`config.mk`:
```
export PLATFORM = sky130hd
export DESIGN_NAME = fetch_unit
export DESIGN_NICKNAME = d
export VERILOG_FILES = /design/src/rtl/riscv_pkg.sv /design/src/rtl/fetch_skid_buf.sv /design/src/rtl/fetch_unit.sv
export SDC_FILE = /design/constraint.sdc
export NUM_CORES = 1
export LEC_CHECK = 0
export ABC_AREA = 0
export BUFFER_PORTS_ARGS = -buffer_cell sky130_fd_sc_hd__buf_2
export CAP_MARGIN = 20
export CORE_ASPECT_RATIO = 1.5
export CORE_MARGIN = 3
export CORE_UTILIZATION = 50
export CTS_CLUSTER_DIAMETER = 50
export DETAILED_ROUTE_END_ITERATION = 16
export GPL_TIMING_DRIVEN = 0
export MAX_ROUTING_LAYER = met4
export PLACE_DENSITY = 0.86
export SLEW_MARGIN = 5
export SYNTH_ARGS = -nofsm -noshare
export SYNTH_HDL_FRONTEND = slang
export SYNTH_HIERARCHICAL = 1
export SYNTH_SLANG_ARGS = --single-unit
```
`constraint.sdc`:
```
create_clock -name clk -period 2.4 [get_ports clk]
set_input_delay 0.48 -clock clk [delete_from_list [all_inputs] [get_ports clk]]
set_output_delay 0.48 -clock clk [all_outputs]
set_load 0.05 [all_outputs]
```
`src/rtl/riscv_pkg.sv`:
```
`default_nettype none
// ============================================================================
// Module  : riscv_pkg
// Brief   : Shared types and constants for the RV32I core front end.
// Revision: 1.0 - initial release
// ============================================================================
package riscv_pkg;

    localparam int XLEN = 32;

    // addi x0, x0, 0
    localparam logic [XLEN-1:0] NOP_INST = 32'h0000_0013;

    // Clears the byte-offset bits so every fetch address is word aligned
    localparam logic [XLEN-1:0] WORD_MASK = 32'hFFFF_FFFC;

    // Fetch sequencer states: REQ issues a request, WAIT holds for the response
    typedef enum logic [0:0] {
        REQ  = 1'b0,
        WAIT = 1'b1
    } fetch_state_e;

endpackage
`default_nettype wire

```
`src/rtl/fetch_skid_buf.sv`:
```
`default_nettype none
// ============================================================================
// Module  : fetch_skid_buf
// Brief   : One-entry instruction/PC holding buffer. Catches a fetched word
//           that arrives while decode is stalled. Flush beats load beats pop.
// Revision: 1.0 - initial release
// ============================================================================
module fetch_skid_buf
    import riscv_pkg::*;
(
    input  logic            clk,
    input  logic            rst_n,
    input  logic            load,
    input  logic            flush,
    input  logic            pop,
    input  logic [XLEN-1:0] load_inst,
    input  logic [XLEN-1:0] load_pc,
    output logic            valid,
    output logic [XLEN-1:0] inst,
    output logic [XLEN-1:0] pc
);

    // Entry storage; a load during a pop refills the entry in the same edge
    always_ff @(posedge clk or negedge rst_n) begin
        if (!rst_n) begin
            valid <= 1'b0;
            inst  <= NOP_INST;
            pc    <= '0;
        end else if (flush) begin
            valid <= 1'b0;
        end else if (load) begin
            valid <= 1'b1;
            inst  <= load_inst;
            pc    <= load_pc;
        end else if (pop) begin
            valid <= 1'b0;
        end
    end

endmodule
`default_nettype wire

```
`src/rtl/fetch_unit.sv`:
```
`default_nettype none
// ============================================================================
// Module  : fetch_unit
// Brief   : RV32I instruction fetch stage. Owns the PC, runs a single
//           outstanding request/grant/response transaction to instruction
//           memory and presents a registered instruction to decode.
//           Build option FETCH_SKID_EN adds a one-entry skid buffer so one
//           more fetch can complete while decode is stalled.
// Revision: 1.0 - initial release
// ============================================================================
module fetch_unit
    import riscv_pkg::*;
#(
    parameter logic [XLEN-1:0] RESET_PC = 32'h0000_0000
) (
    input  logic            clk,
    input  logic            rst_n,
    output logic            ImemReq,
    output logic [XLEN-1:0] ImemAddr,
    input  logic            ImemGnt,
    input  logic            ImemRvalid,
    input  logic [XLEN-1:0] ImemRdata,
    input  logic            PCSrcE,
    input  logic [XLEN-1:0] PCTargetE,
    input  logic            StallD,
    output logic [XLEN-1:0] InstD,
    output logic [XLEN-1:0] PCD,
    output logic [XLEN-1:0] PCPlus4D,
    output logic            ValidD
);

    fetch_state_e    state;
    fetch_state_e    state_next;

    logic [XLEN-1:0] pc;
    logic [XLEN-1:0] req_pc;
    logic            drop;

    logic            out_valid;
    logic [XLEN-1:0] out_inst;
    logic [XLEN-1:0] out_pc;

    logic            granted;
    logic            rsp_fire;
    logic            deliver;
    logic            out_free;
    logic            req_gate;

    logic            skid_valid;
    logic [XLEN-1:0] skid_inst;
    logic [XLEN-1:0] skid_pc;

    assign granted  = ImemReq && ImemGnt;
    assign rsp_fire = (state == WAIT) && ImemRvalid;
    // A response is kept only if it was not superseded by a redirect
    assign deliver  = rsp_fire && !drop && !PCSrcE;
    // StallD only matters when decode actually holds something
    assign out_free = !out_valid || !StallD;

`ifdef FETCH_SKID_EN
    logic skid_load;
    logic skid_pop;

    // Park the delivery when decode is busy, or when the skid drains into
    // the output register this edge and the new word must take its place
    assign skid_load = deliver && (!out_free || skid_valid);
    assign skid_pop  = out_free && skid_valid;
    assign req_gate  = !skid_valid;

    fetch_skid_buf u_skid (
        .clk       (clk),
        .rst_n     (rst_n),
        .load      (skid_load),
        .flush     (PCSrcE),
        .pop       (skid_pop),
        .load_inst (ImemRdata),
        .load_pc   (req_pc),
        .valid     (skid_valid),
        .inst      (skid_inst),
        .pc        (skid_pc)
    );
`else
    // Without a skid, fetching only when the output register will be free
    // guarantees every response has somewhere to land
    assign skid_valid = 1'b0;
    assign skid_inst  = NOP_INST;
    assign skid_pc    = '0;
    assign req_gate   = out_free;
`endif

    // Fetch sequencer state register
    always_ff @(posedge clk or negedge rst_n) begin
        if (!rst_n) begin
            state <= REQ;
        end else begin
            state <= state_next;
        end
    end

    // Fetch sequencer next state and request strobe
    always_comb begin
        state_next = state;
        ImemReq    = 1'b0;
        case (state)
            REQ: begin
                ImemReq = req_gate && rst_n;
                if (ImemReq && ImemGnt) begin
                    state_next = WAIT;
                end
            end
            WAIT: begin
                if (ImemRvalid) begin
                    state_next = REQ;
                end
            end
            default: begin
                state_next = REQ;
            end
        endcase
    end

    assign ImemAddr = pc;

    // Program counter and outstanding-request bookkeeping; redirect wins
    always_ff @(posedge clk or negedge rst_n) begin
        if (!rst_n) begin
            pc     <= RESET_PC & WORD_MASK;
            req_pc <= RESET_PC & WORD_MASK;
            drop   <= 1'b0;
        end else begin
            if (granted) begin
                req_pc <= pc;
            end

            if (PCSrcE) begin
                pc <= PCTargetE & WORD_MASK;
            end else if (granted) begin
                pc <= pc + 32'd4;
            end

            // A request still in flight after a redirect must be discarded
            // when it returns; one returning this cycle is discarded now
            if (PCSrcE && (((state == WAIT) && !ImemRvalid) || granted)) begin
                drop <= 1'b1;
            end else if (rsp_fire) begin
                drop <= 1'b0;
            end
        end
    end

    // Decode-facing output register: skid entry has priority over new data
    always_ff @(posedge clk or negedge rst_n) begin
        if (!rst_n) begin
            out_valid <= 1'b0;
            out_inst  <= NOP_INST;
            out_pc    <= '0;
        end else if (PCSrcE) begin
            out_valid <= 1'b0;
        end else if (out_free) begin
            if (skid_valid) begin
                out_valid <= 1'b1;
                out_inst  <= skid_inst;
                out_pc    <= skid_pc;
            end else if (deliver) begin
                out_valid <= 1'b1;
                out_inst  <= ImemRdata;
                out_pc    <= req_pc;
            end else begin
                out_valid <= 1'b0;
            end
        end
    end

    assign ValidD   = out_valid;
    assign InstD    = out_inst;
    assign PCD      = out_pc;
    assign PCPlus4D = out_pc + 32'd4;

endmodule
`default_nettype wire

```
Word level (Yosys, flattened, before mapping)
Index checks and enable logic that the tools add are counted.
{ "classes": {"add_sub_neg": 2, "mul": 0, "n_div": 0, "n_lt_le_gt_ge": 0, "eq_ne": 0, "shift": 0, "muxes": 11, "bitwise_logic": 2, "reduce_logical": 19} }
{ "op_table": {"columns": ["operator", "count"], "rows": [
  ["32-bit by 3-bit adder with 32-bit output (second input constant)", 2],
  ["32-bit two-way mux", 2],
  ["1-bit logical AND", 8],
  ["1-bit two-way mux", 8],
  ["2-bit nonzero test", 3],
  ["1-bit logical NOT", 5],
  ["3-bit AND reduction", 1],
  ["1-bit logical OR", 2],
  ["1-bit inverter", 2],
  ["1-bit one-hot mux with 2 select lines", 1]
]} }
{ "totals": {"reg_bits": 131, "latchBits": 0, "ram_bits": 0, "mem_bits_ro": 0, "output_inout_bits": 130, "elab_cells": 41, "memories": 0} }

Longest topological paths before layout
{ "logic_depth": {"depth_word": 8, "ltp_mapped": 7, "depth_no_buf": 6} }

Worst setup path after synthesis
Ideal clock, no wire load.
{ "synth_timing": {"kind": "flip-flop to output port", "startpoint": "register out_pc[17], in the netlist PCD[17]", "endpoint": "output port PCPlus4D[26]", "arrival_ns": 2.588, "required_time_ns": 1.920, "slack_ns": -0.668, "path_stages_with_launch": 6, "path_buffers": 0, "path_cell_list": "dfrtp_1 -> and4_1 -> nand4_1 -> or4_4 -> nor2_2 -> xor2_1"} }
{ "synth_between": {"elab_chain_cells": 1} }
{ "synth_rtl": {"columns": ["item", "line_no", "source"], "rows": [
  ["start, declared", "fetch_unit.sv:41", "logic [XLEN-1:0] out_pc;"],
  ["start signal, assigned", "fetch_unit.sv:163", "out_pc <= skid_pc;"],
  ["start signal, assigned", "fetch_unit.sv:167", "out_pc <= req_pc;"],
  ["32-bit by 3-bit adder with 32-bit output", "fetch_unit.sv:177", "assign PCPlus4D = out_pc + 32'd4;"],
  ["end, declared", "fetch_unit.sv:28", "output logic [XLEN-1:0] PCPlus4D,"]
]} }
No other way between the ends.

Worst setup path in the final report
{ "layout_timing": {"startpoint": "register out_pc[3], in the netlist PCD[3]", "endpoint": "output port PCPlus4D[30]"} }
Same word-level chain as after synthesis.

==> impl_metrics.toml <==
[detailed_routing]
drtIter0Drc = 314
drc = 0
ant_nets = 0
viasPerCell = 5.37
first_pass_iters = 5
routedWlPerCell_um = 18.1
wl_um = 17300
vias = 5151

[sta]
fin_crit_sh = 1.16
finalHoldViolCount = 0
holdWs_ns = 0.0422
worstMarginPinSlew_ns = 0.601
final_max_slew_viol_count = 0
rsz0062_at_grt = "true"
min_period_ns = 2.79
finalSetupViolCount = 18
setup_slack_ns = -0.393
relSlewSlack = 0.599
clock_skew_ns = 0.00931
clock.fmax_ghz = 0.358

[yosys]
synth-seq-area-share = 0.539
synth_seq_cells = 125
synth_edf_count = 0
ys_types = 38
avgSynthCellArea_sq_um = 10.6
async_reset_ff_frac = 1.00
syn_area_sq_um = 5810
yosys_warnings = 6
synthFlopType = "dfrtp_1"
synth_cells = 549

[clock_tree]
cts_tree = "done"
cts_buffers = 17
cts_root_buf = "clkbuf_16"
htree_num_levels = 4
max-clock-path-buffers = 2
insertion_delay_ns = 0.42
clock-sinks = 125
clk_pin_slew_ns = 0.06

[flow_run]
drv_cap = 0

[setup_path]
critical_path.cell_chain = "ha_4 > and4_4 > nand2_2 > or4_4 > nor2_4 > xor2_4 > buf_6"
cpMaxStageDelayCell = "or4_4"
worstPathRequired_ns = 1.92
worst_setup_path_end_kind = "primary output"
critical_path.top_delay_family = "simple AND/OR/NAND/NOR gates"
crit_fanout = 3
startpoint_type = "register"
critPathKind = "reg2out"
slowest_delay_ns = 0.56
arrival_ns = 2.31
cp_num_buf_inv = 1

[floorplan]
coreArea_sq_um = 11200
dieHeight_um = 138
start_util = 0.520
rows = 47
fp.dieW_um = 94.0
dieArea_sq_um = 13000
num_io_pins = 200

[worst_hold_path]
hp-class = "in2async"

[placement]
place_congestion = 0.933
port_buffers = 191
hpwl_um = 11700

[outcome]
failed_checks = "setup timing"
status = "complete, but fails checks"

[finish]
nets = 870
multi_input_area_sq_um = 3000
fillCellCount = 741
drive_gt1_frac = 0.497
regArea_sq_um = 3160
fin_util = 0.765
area_growth_pct = 47.0

[global_route]
grt_pass1_vias = 5395
antenna_found_initial = 1
gr-total-overflow = 0
track_usage = 0.278
grt_max_degree = 65
grt_pass1_wl_um = 27200

[pwr]
cellPowerDensity_nw_per_um2 = 1410
report.power.total_mw = 12.1
ir_drop_v = 0.00123
leakage_nw = 4.16
## power breakdown
group | switching [mW] | total [mW] | internal, mW
clock network | 0.954 | 2.64 | 1.69
registers | 0.703 | 3.53 | 2.83
logic | 4.11 | 5.90 | 1.79
## flip-flops by register name (all words and copies together) (netlist names)
signal and count:
PCD 30, drop 1, state 1, InstD 32
req_pc 30, ValidD 1, ImemAddr 30
## per-stage QoR
| stage | setup TNS [ns] | cells | instance area (sq um) | setup WS, ns |
|---|---|---|---|---|
| floorplan | -1.35 | 554 | 6200 | -0.198 |
| global placement | -161.30 | 892 | 7340 | -1.73 |
| detailed placement | -3.18 | 893 | 7370 | -0.248 |
| CTS | -4.68 | 950 | 8390 | -0.444 |
| global route | -5.93 | 959 | 8540 | -0.465 |
| finish | -4.71 | 959 | 8540 | -0.393 |
## cell type report
| class | instances | area share |
|---|---|---|
| clock inverters | 13 | 0.0193 |
| diodes | 1 | 0.000293 |
| inverters | 5 | 0.00220 |
| well taps | 147 | 0.0215 |
| plain buffers | 29 | 0.0158 |
| multi-input cells | 394 | 0.351 |
| clock buffers | 19 | 0.0530 |
| flip-flops and latches | 125 | 0.369 |
| repair buffers | 226 | 0.168 |
## worst paths after layout
kind / from / end / slack (ns) / cells after the start
worst max register to register: state$_DFF_PN0_ / InstD[7]$_DFFE_PN0P_ / 0.23 / 6
worst min register to register: req_pc[20]$_DFFE_PN0P_ / req_pc[20]$_DFFE_PN0P_ / 0.48 / 2
max in group asynchronous: rst_n / PCD[19]$_DFFE_PN0P_ / 2.01 / 2
worst min-delay path: rst_n / InstD[0]$_DFFE_PN1P_ / 0.04 / 1
min in group clk: PCTargetE[23] / ImemAddr[23]$_DFFE_PN0P_ / 0.28 / 3
worst max-delay path: PCD[3]$_DFFE_PN0P_ / PCPlus4D[30] / -0.39 / 7
## routing by layer
metal / part of all wire / vias up / track usage
met5: 0 / - / -
met3: 0.052 / 45 / 0.0522
li1: - / 2356 / -
met1: 0.36 / 2516 / 0.314
met2: 0.55 / 234 / 0.473
met4: 0.039 / 0 / 0.124
## cell families (layout without fill, tap and decap cells)
group / Yosys count / count (layout) / share of synthesized area
compound gates: 35 / 35 / 0.0321
xor+xnor: 55 / 55 / 0.0829
fa+ha+maj: 2 / 2 / 0.00431
buf+inv: 35 / 292 / 0.0273
flops: 125 / 125 / 0.539
mux: 63 / 63 / 0.122
other cells: 1 / 7 / 0.000645
simple gates: 233 / 233 / 0.192
## worst reg2reg max path: stages (launching register included)
cell	delay, ns
dfrtp_1	0.39
nand2_1	0.08
or2_2	0.11
nand3b_1	0.09
clkbuf_1	0.43
clkbuf_1	0.53
mux2_2	0.42
## layout by cell type, fill, tap and decap left out, types with 4 or more instances in the layout
| cell | Yosys | routed |
|---|---|---|
| conb_1 | 1 | 6 |
| nor4_1 | 7 | 7 |
| nand2_1 | 139 | 135 |
| clkbuf_1 | 15 | 15 |
| xnor2_4 | 0 | 7 |
| o21ai_0 | 29 | 29 |
| nand4_1 | 13 | 13 |
| buf_6 | 0 | 25 |
| and3_1 | 8 | 7 |
| nor2_4 | 0 | 8 |
| and4_1 | 8 | 5 |
| and2_1 | 4 | 4 |
| buf_4 | 6 | 33 |
| xnor2_2 | 0 | 7 |
| inv_1 | 5 | 5 |
| xnor2_1 | 33 | 19 |
| buf_2 | 4 | 172 |
| nand3_4 | 1 | 5 |
| xor2_1 | 22 | 15 |
| mux2_2 | 62 | 62 |
| clkbuf_16 | 0 | 17 |
| clkinvlp_4 | 0 | 4 |
| dfrtp_1 | 122 | 105 |
| xor2_4 | 0 | 5 |
| dfrtp_2 | 0 | 16 |
| nand3_1 | 24 | 19 |
| buf_1 | 5 | 5 |
| nor2_1 | 10 | 4 |
## Yosys cell counts, drive strengths merged, types with 2 or more instances
cell type | number | area, sq um
a31oi | 2 | 12.5
and2 | 4 | 25.0
and3 | 12 | 80.1
and4 | 8 | 70.1
buf | 15 | 83.8
clkbuf | 15 | 56.3
dfrtp | 122 | 3050
dfstp | 3 | 78.8
ha | 2 | 25.0
inv | 5 | 18.8
mux2 | 62 | 698
nand2 | 139 | 522
nand3 | 26 | 148
nand4 | 13 | 81.3
nor2 | 12 | 50.1
nor3 | 4 | 25.0
nor4 | 7 | 43.8
o21ai | 29 | 145
o31ai | 2 | 15.0
or4 | 4 | 37.5
xnor2 | 33 | 289
xor2 | 22 | 193
## timing repair
action | in CTS | in global routing
gates resized for setup | 56 | 22
hold buffers | 0 | 1
buffers inserted | 25 | 8
endpoints found under the setup margin | 20 | 26
pin swaps | 20 | 14
hold endpoints to repair | 0 | 58
Note: power is estimated with default switching activity, not from simulation.
